### src/rtl/mem_if_pkg.sv
// Shared types for the cache-to-memory block port: FSM states, owner and operation codes.
package mem_if_pkg;

    localparam int unsigned BLOCK_ADDR_W = 6;
    localparam int unsigned BLOCK_W      = 128;

    typedef enum logic [1:0] {
        IDLE,
        ISSUE,
        WAIT,
        RESP
    } state_t;

    typedef enum logic {
        OWN_I = 1'b0,
        OWN_D = 1'b1
    } owner_t;

    typedef enum logic {
        OP_READ,
        OP_WRITE
    } op_t;

endpackage

### src/rtl/mem_port_arbiter_rr_arb2.sv
// Two-way round-robin picker: a lone request wins outright, a tie goes to the side that did not own last.
module rr_arb2
    import mem_if_pkg::*;
(
    input  logic [1:0] req,
    input  owner_t     last_owner,
    output logic       grant_valid,
    output owner_t     grant_owner
);

    always_comb begin
        grant_valid = |req;
        grant_owner = OWN_I;
        case (req)
            2'b01:   grant_owner = OWN_I;
            2'b10:   grant_owner = OWN_D;
            2'b11: begin
                if (last_owner == OWN_I) begin
                    grant_owner = OWN_D;
                end else begin
                    grant_owner = OWN_I;
                end
            end
            default: grant_owner = OWN_I;
        endcase
    end

endmodule

### src/rtl/mem_port_arbiter.sv
// Shares the single block-wide memory port between icache refill and dcache refill/write-back,
// one whole-block transaction at a time, with round-robin selection and busywait completion.
module mem_port_arbiter
    import mem_if_pkg::*;
#(
    parameter int unsigned ADDR_W     = BLOCK_ADDR_W,
    parameter int unsigned DATA_W     = BLOCK_W,
    parameter bit          FIRST_PRIO = 1'b1
) (
    input  logic              clock,
    input  logic              reset,
    input  logic              i_read,
    input  logic [ADDR_W-1:0] i_address,
    output logic [DATA_W-1:0] i_readdata,
    output logic              i_busywait,
    input  logic              d_read,
    input  logic              d_write,
    input  logic [ADDR_W-1:0] d_address,
    input  logic [DATA_W-1:0] d_writedata,
    output logic [DATA_W-1:0] d_readdata,
    output logic              d_busywait,
    output logic              mem_read,
    output logic              mem_write,
    output logic [ADDR_W-1:0] mem_address,
    output logic [DATA_W-1:0] mem_writedata,
    input  logic [DATA_W-1:0] mem_readdata,
    input  logic              mem_busywait
);

    localparam owner_t RESET_LAST = FIRST_PRIO ? OWN_I : OWN_D;

    state_t state, state_next;
    owner_t owner, last_owner;
    op_t    op;

    logic   req_i, req_d;
    logic   grant_valid;
    owner_t grant_owner;

    assign req_i = i_read;
    assign req_d = d_read | d_write;

    rr_arb2 u_arb (
        .req         ({req_d, req_i}),
        .last_owner  (last_owner),
        .grant_valid (grant_valid),
        .grant_owner (grant_owner)
    );

    assign i_busywait = req_i & ~((state == RESP) & (owner == OWN_I));
    assign d_busywait = req_d & ~((state == RESP) & (owner == OWN_D));

    always_comb begin
        state_next = state;
        case (state)
            IDLE:    if (grant_valid)    state_next = ISSUE;
            ISSUE:   if (mem_busywait)   state_next = WAIT;
            WAIT:    if (!mem_busywait)  state_next = RESP;
            RESP:                        state_next = IDLE;
            default:                     state_next = IDLE;
        endcase
    end

    always_ff @(posedge clock) begin
        if (reset) begin
            state         <= IDLE;
            owner         <= OWN_I;
            last_owner    <= RESET_LAST;
            op            <= OP_READ;
            mem_read      <= 1'b0;
            mem_write     <= 1'b0;
            mem_address   <= '0;
            mem_writedata <= '0;
            i_readdata    <= '0;
            d_readdata    <= '0;
        end else begin
            state <= state_next;
            case (state)
                IDLE: begin
                    // Everything the memory sees is captured here so later input changes cannot leak in.
                    if (grant_valid) begin
                        owner <= grant_owner;
                        if (grant_owner == OWN_I) begin
                            op          <= OP_READ;
                            mem_read    <= 1'b1;
                            mem_address <= i_address;
                        end else begin
                            mem_address <= d_address;
                            if (d_write) begin
                                op            <= OP_WRITE;
                                mem_write     <= 1'b1;
                                mem_writedata <= d_writedata;
                            end else begin
                                op       <= OP_READ;
                                mem_read <= 1'b1;
                            end
                        end
                    end
                end
                WAIT: begin
                    if (!mem_busywait) begin
                        mem_read  <= 1'b0;
                        mem_write <= 1'b0;
                        if (op == OP_READ) begin
                            if (owner == OWN_I) begin
                                i_readdata <= mem_readdata;
                            end else begin
                                d_readdata <= mem_readdata;
                            end
                        end
                    end
                end
                RESP: last_owner <= owner;
                default: ;
            endcase
        end
    end

endmodule
### config.mk
export PLATFORM = sky130hd
export DESIGN_NAME = mem_port_arbiter
export DESIGN_NICKNAME = d
export VERILOG_FILES = /design/src/rtl/mem_if_pkg.sv /design/src/rtl/mem_port_arbiter_rr_arb2.sv /design/src/rtl/mem_port_arbiter.sv
export SDC_FILE = /design/constraint.sdc
export NUM_CORES = 1
export LEC_CHECK = 0
export CAP_MARGIN = 10
export CORE_AREA = 2 2 259 261
export DETAILED_ROUTE_END_ITERATION = 7
export DIE_AREA = 0 0 261 263
export PLACE_DENSITY = 0.56
export SYNTH_ARGS = -nofsm -noshare
export SYNTH_HDL_FRONTEND = slang
export SYNTH_SLANG_ARGS = --single-unit
### constraint.sdc
create_clock -name clock -period 2.6 [get_ports clock]
set_input_delay 0.65 -clock clock [delete_from_list [all_inputs] [get_ports clock]]
set_output_delay 0.65 -clock clock [all_outputs]
set_load 0.01 [all_outputs]
==> impl_results.md <==
- Routability cong.: 0.835
- Via density: 4.52
- Global-route congestion overflow total: 0
- GRT Total Usage: 16.1%
- Highest ir drop seen on vdd: 0.778 mV
- Share of post-route cells with drive strength above 1: 6.02%
- I/O Buffers: 667
- Height of the chip: 263 um
- Maximum buffer depth of the clock tree: 3
- Design Power: 18.1 mW
- Vias after detailed routing: 14900
- Post-Route WL: 59000 um
- Crit Path Max Fanout: 4
- Fraction of synthesized cell area taken by the top area cell type: 55.8%
- Worst Skew: 0.0119 ns
- Via count of the first global-routing pass: 14500
- Flip-flop and latch count after synthesis: 397
- Critical Path Source Type: flip-flop
- Tcrit/Tclk final: 90.4%
- Unrepaired setup endpoints after global routing: no
- Leading area contributor after synthesis: dfxtp_1
- Achievable Freq: 0.426 GHz
- I/O pin count: 668
- Final count of hold timing violations: 0
- DR DRC count: 0
- Hpwl dp: 42500 um
- Cell types with the largest area share after synthesis: dfxtp_1 56%, a21oi_1 14%, nand2_1 13%, nand3_1 4.6%, o21ai_0 4.6%
- H-tree depth: 2
- Cell Rows: 94
- Placeable core region: 65600 um2
- Syn nets: 2053
- Final setup violating endpoints: 0
- TritonCTS Buffers: 46
- Antenna violations before repair: 3
- Critical path type: flip-flop to primary output
- Path type of the worst min-delay path: flip-flop to flip-flop
- YS warnings: 0
- Remaining antenna violation count: 0
- Number of nets in the final layout: 2672
- Slew of the pin with the lowest slew margin: 0.648 ns
- Share of the yosys chip area belonging to registers: 55.8%
- Power density relative to cell area: 767 nW/um2
- Horiz. Die Dim: 261 um
- Average detailed-routed wire length per instance: 17.9 um
- DIE AREA: 68600 um2
- TritonCTS clock tree: yes
- Gate count of the mapped netlist: 1774
- Max cap viols: 0
- Number of placed instances, taps included: 3209
- Count of pins over their slew limit: 0
- Leak pwr: 7.95 nW
- Final worst path period need: 2.35 ns
- Initial DRC Count: 739
- Number of library cell types mapped by synthesis: 33
- CP required: 1.95 ns
- WP data arrival: 1.70 ns
- Status: complete, no violations
- Pin count of the biggest net entering global routing: 127
- Pre-antenna DRT Iters: 5
- Initial Utilization: 21.7%
- Clock latency at the later pin of the worst-skew pair: 0.57 ns
- Global-route wire length before repair: 86300 um
- Cell area after synthesis: 14200 um2
- Max transition margin: 56.8%
- Number of buffers added for setup after CTS: 0
- Clock sinks: 397
- Clock transition at the registers of the reported paths: 0.06 ns
- Synthesized area divided by synthesized cell count: 8.03 um2
- Post-route insts no fill: 3290
- Nature of the critical path endpoint: primary output
- CTS Root Cell: clkbuf_16
- Area added between synthesis and finish: 66.1%
==> registers in the layout, indices dropped and copies added (netlist names) <==
signal / cells
owner: 1
mem_address: 6
last_owner: 1
d_readdata: 128
mem_read: 1
mem_writedata: 128
op: 1
state: 2
mem_write: 1
i_readdata: 128
==> synth_stat cells <==
| cell type | instances |
|---|---|
| or4b_1 | 1 |
| nor4b_1 | 2 |
| nand2_1 | 512 |
| and4bb_2 | 1 |
| a2bb2oi_2 | 1 |
| a211oi_1 | 7 |
| ha_1 | 5 |
| a31oi_1 | 1 |
| a21boi_2 | 1 |
| mux2i_1 | 8 |
| a21oi_1 | 387 |
| o31ai_1 | 1 |
| nand3_1 | 131 |
| a21boi_0 | 1 |
| buf_2 | 69 |
| clkbuf_1 | 89 |
| o21ai_0 | 130 |
| nand4bb_1 | 1 |
| a221o_1 | 1 |
| a2111oi_0 | 1 |
| dfxtp_1 | 397 |
| nor2_1 | 10 |
| or4b_2 | 1 |
| o31a_1 | 1 |
| buf_1 | 2 |
| nor4_1 | 1 |
| a21bo_2 | 1 |
| a22oi_1 | 2 |
| inv_2 | 1 |
| inv_1 | 5 |
| clkbuf_2 | 1 |
| nor3_1 | 1 |
| mux2_2 | 1 |
==> layout by cell type (no fill, tap or decap), types with 2 or more instances in the layout <==
| cell | instances |
|---|---|
| inv_1 | 5 |
| clkbuf_16 | 46 |
| clkdlybuf4s50_1 | 664 |
| diode_2 | 2 |
| a211oi_1 | 7 |
| o21ai_0 | 130 |
| inv_6 | 3 |
| nand3_1 | 131 |
| buf_4 | 35 |
| dfxtp_1 | 397 |
| a21oi_1 | 387 |
| dlygate4sd2_1 | 2 |
| mux2i_1 | 8 |
| ha_1 | 4 |
| buf_12 | 30 |
| clkbuf_1 | 10 |
| nand2_1 | 512 |
| clkbuf_8 | 7 |
| a22oi_1 | 2 |
| nor2_1 | 10 |
| clkinv_2 | 9 |
==> metal layers <==
metal | global-route usage, % | part of all wire [%] | vias up
met4 | 6.57 | 3.8 | 4
met3 | 5.51 | 9.3 | 113
met2 | 27.8 | 48 | 588
li1 | - | - | 7187
met5 | 0 | 0.042 | -
met1 | 17.9 | 39 | 6975
==> final timing paths <==
path                       start              to  slack [ns]  cells after the start
setup / recovery        state[0]      i_busywait        0.25                      3
hold / removal    i_readdata[32]  i_readdata[32]        0.45                      2
setup reg to reg        state[0]  i_readdata[18]        0.42                      6
hold reg to reg   i_readdata[32]  i_readdata[32]        0.45                      2
==> kinds of logic after synthesis <==
kind of cell | Yosys count | synth area share, %
muxes | 9 | 0.641
buffers and inverters | 167 | 5.02
DFF | 397 | 55.8
adders and majority gates | 5 | 0.439
and+or+nand+nor | 661 | 18.9
AOI/OAI and AO/OA | 535 | 19.2
==> final cells by class <==
type / count / area (um2)
flip-flops and latches: 397 / 7950
multi-input cells: 1210 / 5640
clock inverters: 16 / 134
fillers: 6663 / 42000
repair buffers: 732 / 7540
diodes: 2 / 5.00
inverters: 6 / 22.5
well taps: 864 / 1080
clock buffers: 63 / 1280
==> repair_timing <==
action | CTS | global route
gates resized for setup | 2 | 0
hold buffers | 0 | 0
hold endpoints to repair | 0 | 0
endpoints found under the setup margin | 2 | 0
==> per-stage QoR <==
step | TNS (ns) | utilization [%] | area [um2] | hold slack [ns] | worst slack (ns)
after floorplan | 0 | - | 14200 | 0.478 | 0.741
after global placement | -0.0109 | 33.9 | 22200 | 0.442 | -0.0109
after detailed placement | -0.0330 | 33.9 | 22200 | 0.445 | -0.0330
after CTS | 0 | 36.0 | 23700 | 0.453 | 0.130
after global routing | 0 | 36.0 | 23700 | 0.466 | 0.0846
final | 0 | 36.0 | 23700 | 0.452 | 0.251
==> power by group <==
group	switching, mW	total, mW	internal [mW]
Combinational	2.73	4.91	2.18
Sequential	0.333	7.03	6.70
Clock	2.64	6.20	3.55
==> critical path, cell delays in order (launching register included) <==
cell and delay (ns):
dfxtp_1 0.34, ha_1 0.28, a21boi_0 0.21, dlygate4sd2_1 0.30
Power figures use the tool's default switching activity.
